### src/rtl/mem_ctrl_arbiter.sv
`default_nettype none
// ============================================================================
// Module   : mem_ctrl_arbiter
// Purpose  : Two-requester (icache/dcache) arbiter in front of main memory,
//            one outstanding transaction, icache priority with dcache
//            starvation guard.
// Revision : 1.0 - initial release
// ============================================================================

typedef enum logic {
    READ  = 1'b0,
    WRITE = 1'b1
} req_type_t;

typedef logic [31:0] main_mem_block_addr_t;
typedef logic [63:0] block_data_t;

module mem_ctrl_arbiter #(
    parameter int STARVE_LIMIT = 4
) (
    input  logic                 clk,
    input  logic                 rst_aL,

    input  logic                 ic_req_valid,
    input  req_type_t            ic_req_type,
    input  main_mem_block_addr_t ic_req_block_addr,
    input  block_data_t          ic_req_block_data,
    output logic                 ic_req_ready,
    output logic                 ic_resp_valid,
    output block_data_t          ic_resp_block_data,

    input  logic                 dc_req_valid,
    input  req_type_t            dc_req_type,
    input  main_mem_block_addr_t dc_req_block_addr,
    input  block_data_t          dc_req_block_data,
    output logic                 dc_req_ready,
    output logic                 dc_resp_valid,
    output block_data_t          dc_resp_block_data,

    output logic                 mem_req_valid,
    output req_type_t            mem_req_type,
    output main_mem_block_addr_t mem_req_block_addr,
    output block_data_t          mem_req_block_data,
    input  logic                 mem_req_ready,
    input  logic                 mem_resp_valid,
    input  block_data_t          mem_resp_block_data,

    output logic                 busy,
    output logic                 owner
);

    localparam int STREAK_W = (STARVE_LIMIT < 1) ? 1 : $clog2(STARVE_LIMIT + 1);
    localparam logic [STREAK_W-1:0] STREAK_MAX = STREAK_W'(STARVE_LIMIT);

    typedef enum logic [1:0] {
        IDLE  = 2'd0,
        ISSUE = 2'd1,
        WAIT  = 2'd2
    } state_t;

    state_t               state;
    state_t               state_nxt;
    logic [STREAK_W-1:0]  streak;
    req_type_t            lat_type;
    main_mem_block_addr_t lat_addr;
    block_data_t          lat_data;
    logic                 lat_owner;
    logic                 grant_ic;
    logic                 grant_dc;

    // dcache wins only when icache is silent or has used up its streak
    always_comb begin
        grant_ic = 1'b0;
        grant_dc = 1'b0;
        if (state == IDLE) begin
            grant_dc = dc_req_valid && (!ic_req_valid || (streak == STREAK_MAX));
            grant_ic = ic_req_valid && !grant_dc;
        end
    end

    assign ic_req_ready = grant_ic;
    assign dc_req_ready = grant_dc;
    assign busy         = (state != IDLE);
    assign owner        = busy & lat_owner;

    always_comb begin
        state_nxt          = state;
        mem_req_valid      = 1'b0;
        mem_req_type       = READ;
        mem_req_block_addr = '0;
        mem_req_block_data = '0;
        ic_resp_valid      = 1'b0;
        dc_resp_valid      = 1'b0;
        ic_resp_block_data = '0;
        dc_resp_block_data = '0;
        case (state)
            IDLE: begin
                if (grant_ic || grant_dc) begin
                    state_nxt = ISSUE;
                end
            end
            ISSUE: begin
                mem_req_valid      = 1'b1;
                mem_req_type       = lat_type;
                mem_req_block_addr = lat_addr;
                mem_req_block_data = lat_data;
                if (mem_req_ready) begin
                    state_nxt = WAIT;
                end
            end
            WAIT: begin
                if (mem_resp_valid) begin
                    if (lat_owner) begin
                        dc_resp_valid      = 1'b1;
                        dc_resp_block_data = mem_resp_block_data;
                    end else begin
                        ic_resp_valid      = 1'b1;
                        ic_resp_block_data = mem_resp_block_data;
                    end
                    state_nxt = IDLE;
                end
            end
            default: begin
                state_nxt = IDLE;
            end
        endcase
    end

    always_ff @(posedge clk or negedge rst_aL) begin
        if (!rst_aL) begin
            state     <= IDLE;
            streak    <= '0;
            lat_type  <= READ;
            lat_addr  <= '0;
            lat_data  <= '0;
            lat_owner <= 1'b0;
        end else begin
            state <= state_nxt;
            if (grant_dc) begin
                lat_type  <= dc_req_type;
                lat_addr  <= dc_req_block_addr;
                lat_data  <= dc_req_block_data;
                lat_owner <= 1'b1;
                streak    <= '0;
            end else if (grant_ic) begin
                lat_type  <= ic_req_type;
                lat_addr  <= ic_req_block_addr;
                lat_data  <= ic_req_block_data;
                lat_owner <= 1'b0;
                if (!dc_req_valid) begin
                    streak <= '0;
                end else if (streak != STREAK_MAX) begin
                    streak <= streak + 1'b1;
                end
            end
        end
    end

endmodule

`default_nettype wire
### config.mk
export PLATFORM = sky130hd
export DESIGN_NAME = mem_ctrl_arbiter
export DESIGN_NICKNAME = d
export VERILOG_FILES = /design/src/rtl/mem_ctrl_arbiter.sv
export SDC_FILE = /design/constraint.sdc
export NUM_CORES = 1
export LEC_CHECK = 0
export ABC_AREA = 0
export BUFFER_PORTS_ARGS = -buffer_cell sky130_fd_sc_hd__buf_2
export CELL_PAD_IN_SITES_DETAIL_PLACEMENT = 1
export CELL_PAD_IN_SITES_GLOBAL_PLACEMENT = 1
export CORE_AREA = 2 2 193 195
export CTS_CLUSTER_DIAMETER = 40
export DETAILED_ROUTE_END_ITERATION = 12
export DIE_AREA = 0 0 195 197
export PLACE_DENSITY = 0.58
export RECOVER_POWER = 25
export SYNTH_ARGS = -nofsm -noshare
export SYNTH_HDL_FRONTEND = slang
export SYNTH_SLANG_ARGS = --single-unit
export TNS_END_PERCENT = 20
### constraint.sdc
create_clock -name clk -period 1.9 [get_ports clk]
set_input_delay 0.095 -clock clk [delete_from_list [all_inputs] [get_ports clk]]
set_output_delay 0.095 -clock clk [all_outputs]
set_load 0.03 [all_outputs]
==> results.rst <==
.. list-table::
   :header-rows: 1

   * - Metric
     - Value
   * - DP HPWL
     - 26530 um
   * - CTS Buf Count
     - 9
   * - Number of cell instances on the worst register-to-register path
     - 6
   * - Number of nets in the final layout
     - 1479
   * - Start-to-end type of the worst setup path
     - flip-flop to flip-flop
   * - Routed vias/inst
     - roughly 4.8
   * - Leading register cell type out of synthesis
     - dfrtp_1
   * - Slew headroom
     - between 40% and 50%
   * - CTS sink count
     - 103
   * - Number of maximum-capacitance violations
     - 0
   * - Post-Route Setup TNS
     - 0 ns
   * - Cell area after placement
     - a little over 10000 um^2
   * - Peak clock frequency supported by timing
     - 527.9 MHz
   * - Max FO, Critical Path
     - 79
   * - Cell Area, Synth
     - 7179 um^2
   * - Flop-to-flop setup slack
     - about 0.0057 ns
   * - Share of async-settable or async-resettable flops after synthesis
     - 100.0%
   * - Seq cells post-synth
     - 103
   * - Synthesized area per cell
     - 9.573 um^2
   * - Overall fraction of global-route tracks in use
     - a little under a fifth
   * - Pwr per Cell Area
     - 1459 nW/um^2
   * - Die Span X
     - about 200 um
   * - Endpoints failing hold
     - 0
   * - Hold worst-path end
     - lat_addr[14]
   * - Smallest setup slack after layout
     - 0.005663 ns
   * - Total length of routed wires
     - 40170 um
   * - Number of enable flip-flop cells after synthesis
     - 0
   * - Routing layer with the top usage in global route
     - met2
   * - Residual DRC
     - 0
   * - Die boundary height
     - 197 um
   * - H-tree Lvls
     - 3
   * - Final design area excluding fillers
     - 11800 um^2
   * - Post-route fraction of the period consumed by the critical path
     - 99.70%
   * - Setup-failing EPs final
     - 0
   * - Deepest clock path buffer count
     - 2
   * - Number of rows in the core area
     - 70
   * - Worst endpoint required time
     - about 2.1 ns
   * - Cells after Synth
     - 750
   * - Power Total
     - 17.21 mW
   * - Pre-CTS WS
     - 0.1147 ns
   * - Most area-hungry cell type in the Yosys netlist
     - dfrtp_1
   * - Setup repair after global routing missed its margin
     - yes
   * - Pin count of the biggest net entering global routing
     - 80
   * - Final weighted congestion of routability-driven global placement
     - 0.7505
   * - Leading post-synthesis cells by instance count
     - 226 x and2_1, 103 x dfrtp_1, 98 x and4_1, 98 x nor3b_1, 97 x a221o_1
   * - Number of vias after detailed routing
     - ~8000
   * - Fraction of the yosys area taken by sequential cells
     - between 30 and 40%
   * - First-iteration detailed-routing DRC count
     - 360
   * - Clock skew
     - roughly 0.013 ns
   * - Post-DRT Antenna Nets
     - 0
   * - I/O pin count
     - between 400 and 500
   * - Synthesis warning total
     - 0
   * - Initial antenna violation count
     - 13
   * - Wire length per cell
     - 23.72 um
   * - Sort of element at the start of the critical path
     - flip-flop
   * - Startpoint of the worst register-to-register path
     - state[1]
   * - M2 GR Usage
     - 28.93%
   * - Initial Utilization
     - approximately a fifth
   * - Status
     - completed
   * - Library cell with the highest instance count after synthesis
     - and2_1
   * - Number of distinct library cell variants in the gate-level netlist after synthesis
     - 28
   * - Max-slew violation count
     - 0
   * - HP Start
     - dc_req_block_addr[14]
   * - Top post-synthesis cells by area
     - dfrtp_1 36%, and2_1 20%, a221o_1 14%
   * - Mapped Nets
     - 1016
   * - Global-route wire length before repair
     - 55500 um
   * - Die area
     - between 30000 and 40000 um^2
   * - Area inside the core boundary
     - 36260 um^2
   * - Grt met3 use
     - 3.782%
   * - Critical path capture point type
     - flip-flop
   * - Port-buffer cells
     - 495
   * - Clock-pin slew on the worst setup and hold paths
     - 0.09 ns
   * - CTS tree
     - done
   * - Filler Cells Inserted
     - 4281
   * - Master cell of the clock root buffer
     - clkbuf_16
   * - Post-route minimum period
     - 1.894 ns
   * - Transition at the pin with the smallest max-transition slack
     - 0.8777 ns
   * - Vias in the first global route
     - 8318
   * - Area share of the leading cell type in the synthesized netlist
     - 35.90%
   * - Worst hold-check path type
     - input port to flip-flop
   * - Remaining Overflow, GRT
     - 0
   * - P&R area growth vs syn
     - 64.33%
   * - Clk Latency, worst-skew pair
     - 0.36 ns
   * - Share of cells above drive strength 1
     - between 50% and 60%
   * - Critical path arrival
     - 2.13 ns
   * - Pleak
     - 5.785 nW
   * - Number of detailed-routing iterations run before antenna repair
     - 5
   * - R2r endpoint
     - lat_data[4]
   * - Global routing met1 resource utilization
     - 27.61%
   * - Cell count of the worst hold path
     - 3
   * - Maximum vdd drop
     - around 0.72 mV
-- worst max-delay path by stage --
stage / from / endpoint / slack, ns
5_1_grt: state[1] / dc_req_ready / -0.07
4_1_cts: state[1] / dc_req_ready / -0.05
2_1_floorplan: streak[0] / lat_data[40] / 0.15
3_5_place_dp: streak[0] / lat_data[28] / 0.11
6_report: state[1] / lat_data[4] / 0.006
3_3_place_gp: streak[0] / lat_data[45] / 0.15
-- cell usage in the layout, fill, tap and decap left out, types with 4 or more instances in the layout --
master	instances
buf_2	379
and2_1	174
dfrtp_1	100
and4_1	98
a221o_1	97
nor3b_1	88
buf_6	74
and2_4	52
buf_4	50
clkbuf_16	15
clkbuf_4	15
buf_12	13
nor3b_2	9
diode_2	8
buf_16	5
clkinv_4	4
nand2_1	4
nand2b_1	4
-- power breakdown --
| part | internal, mW | switching (mW) |
|---|---|---|
| logic | 4.58 | 6.77 |
| registers | 3.34 | 0.649 |
| clock network | 0.910 | 0.969 |
-- critical path: stages (launching register included) --
cell,delay (ns)
dfrtp_2,0.44
buf_4,0.16
nor2_4,0.21
buf_4,0.19
o21ai_4,0.07
buf_12,0.23
a221o_1,0.41
-- sequential cells by signal (all words and copies together) (netlist names) --
name / count
state: 2
lat_data: 64
lat_owner: 1
streak: 3
lat_addr: 32
lat_type: 1
-- cells by family after synthesis --
group / count (synthesis) / synth area share [%]
DFF: 103 / 35.90
muxes: 1 / 0.1568
buffers and inverters: 103 / 6.204
adders and majority gates: 2 / 0.3485
and+or+nand+nor: 436 / 42.98
AOI/OAI and AO/OA: 105 / 14.41
-- routing by layer --
layer,up-vias,part of all wire [%]
met3,47,6.1
met4,10,1.5
li1,3731,-
met1,4085,46
met5,-,0.16
met2,320,46
-- layout make-up --
cell class	instances	area [um^2]	area share [%]
diodes	8	20.02	0.1697
clock buffers	9	225.2	1.909
clock inverters	7	56.30	0.4772
inverters	4	20.02	0.1697
multi-input cells	544	4400	37.30
flip-flops and latches	103	2581	21.88
well taps	468	585.6	4.963
repair buffers	551	3909	33.13
-- what timing repair did --
| item | 4_1_cts | 5_1_grt |
|---|---|---|
| hold buffers | 4 | 0 |
| endpoints found under the setup margin | 150 | 172 |
| pin swaps | 2 | 28 |
| gates resized for setup | 50 | 292 |
| hold endpoints to repair | 30 | 0 |
| buffers inserted | 8 | 6 |
| gates cloned | 6 | 7 |
-- metrics by stage --
step | hold slack, ns | utilization [%] | std cells
floorplan | -0.2006 | - | 750
global placement | 0.08840 | 28.16 | 1640
detailed placement | 0.08835 | 28.16 | 1640
CTS | 0.07704 | 30.13 | 1674
finish | 0.09460 | 32.54 | 1694
global route | 0.08660 | 32.50 | 1689
No activity file was read; power rests on OpenSTA's default activity.
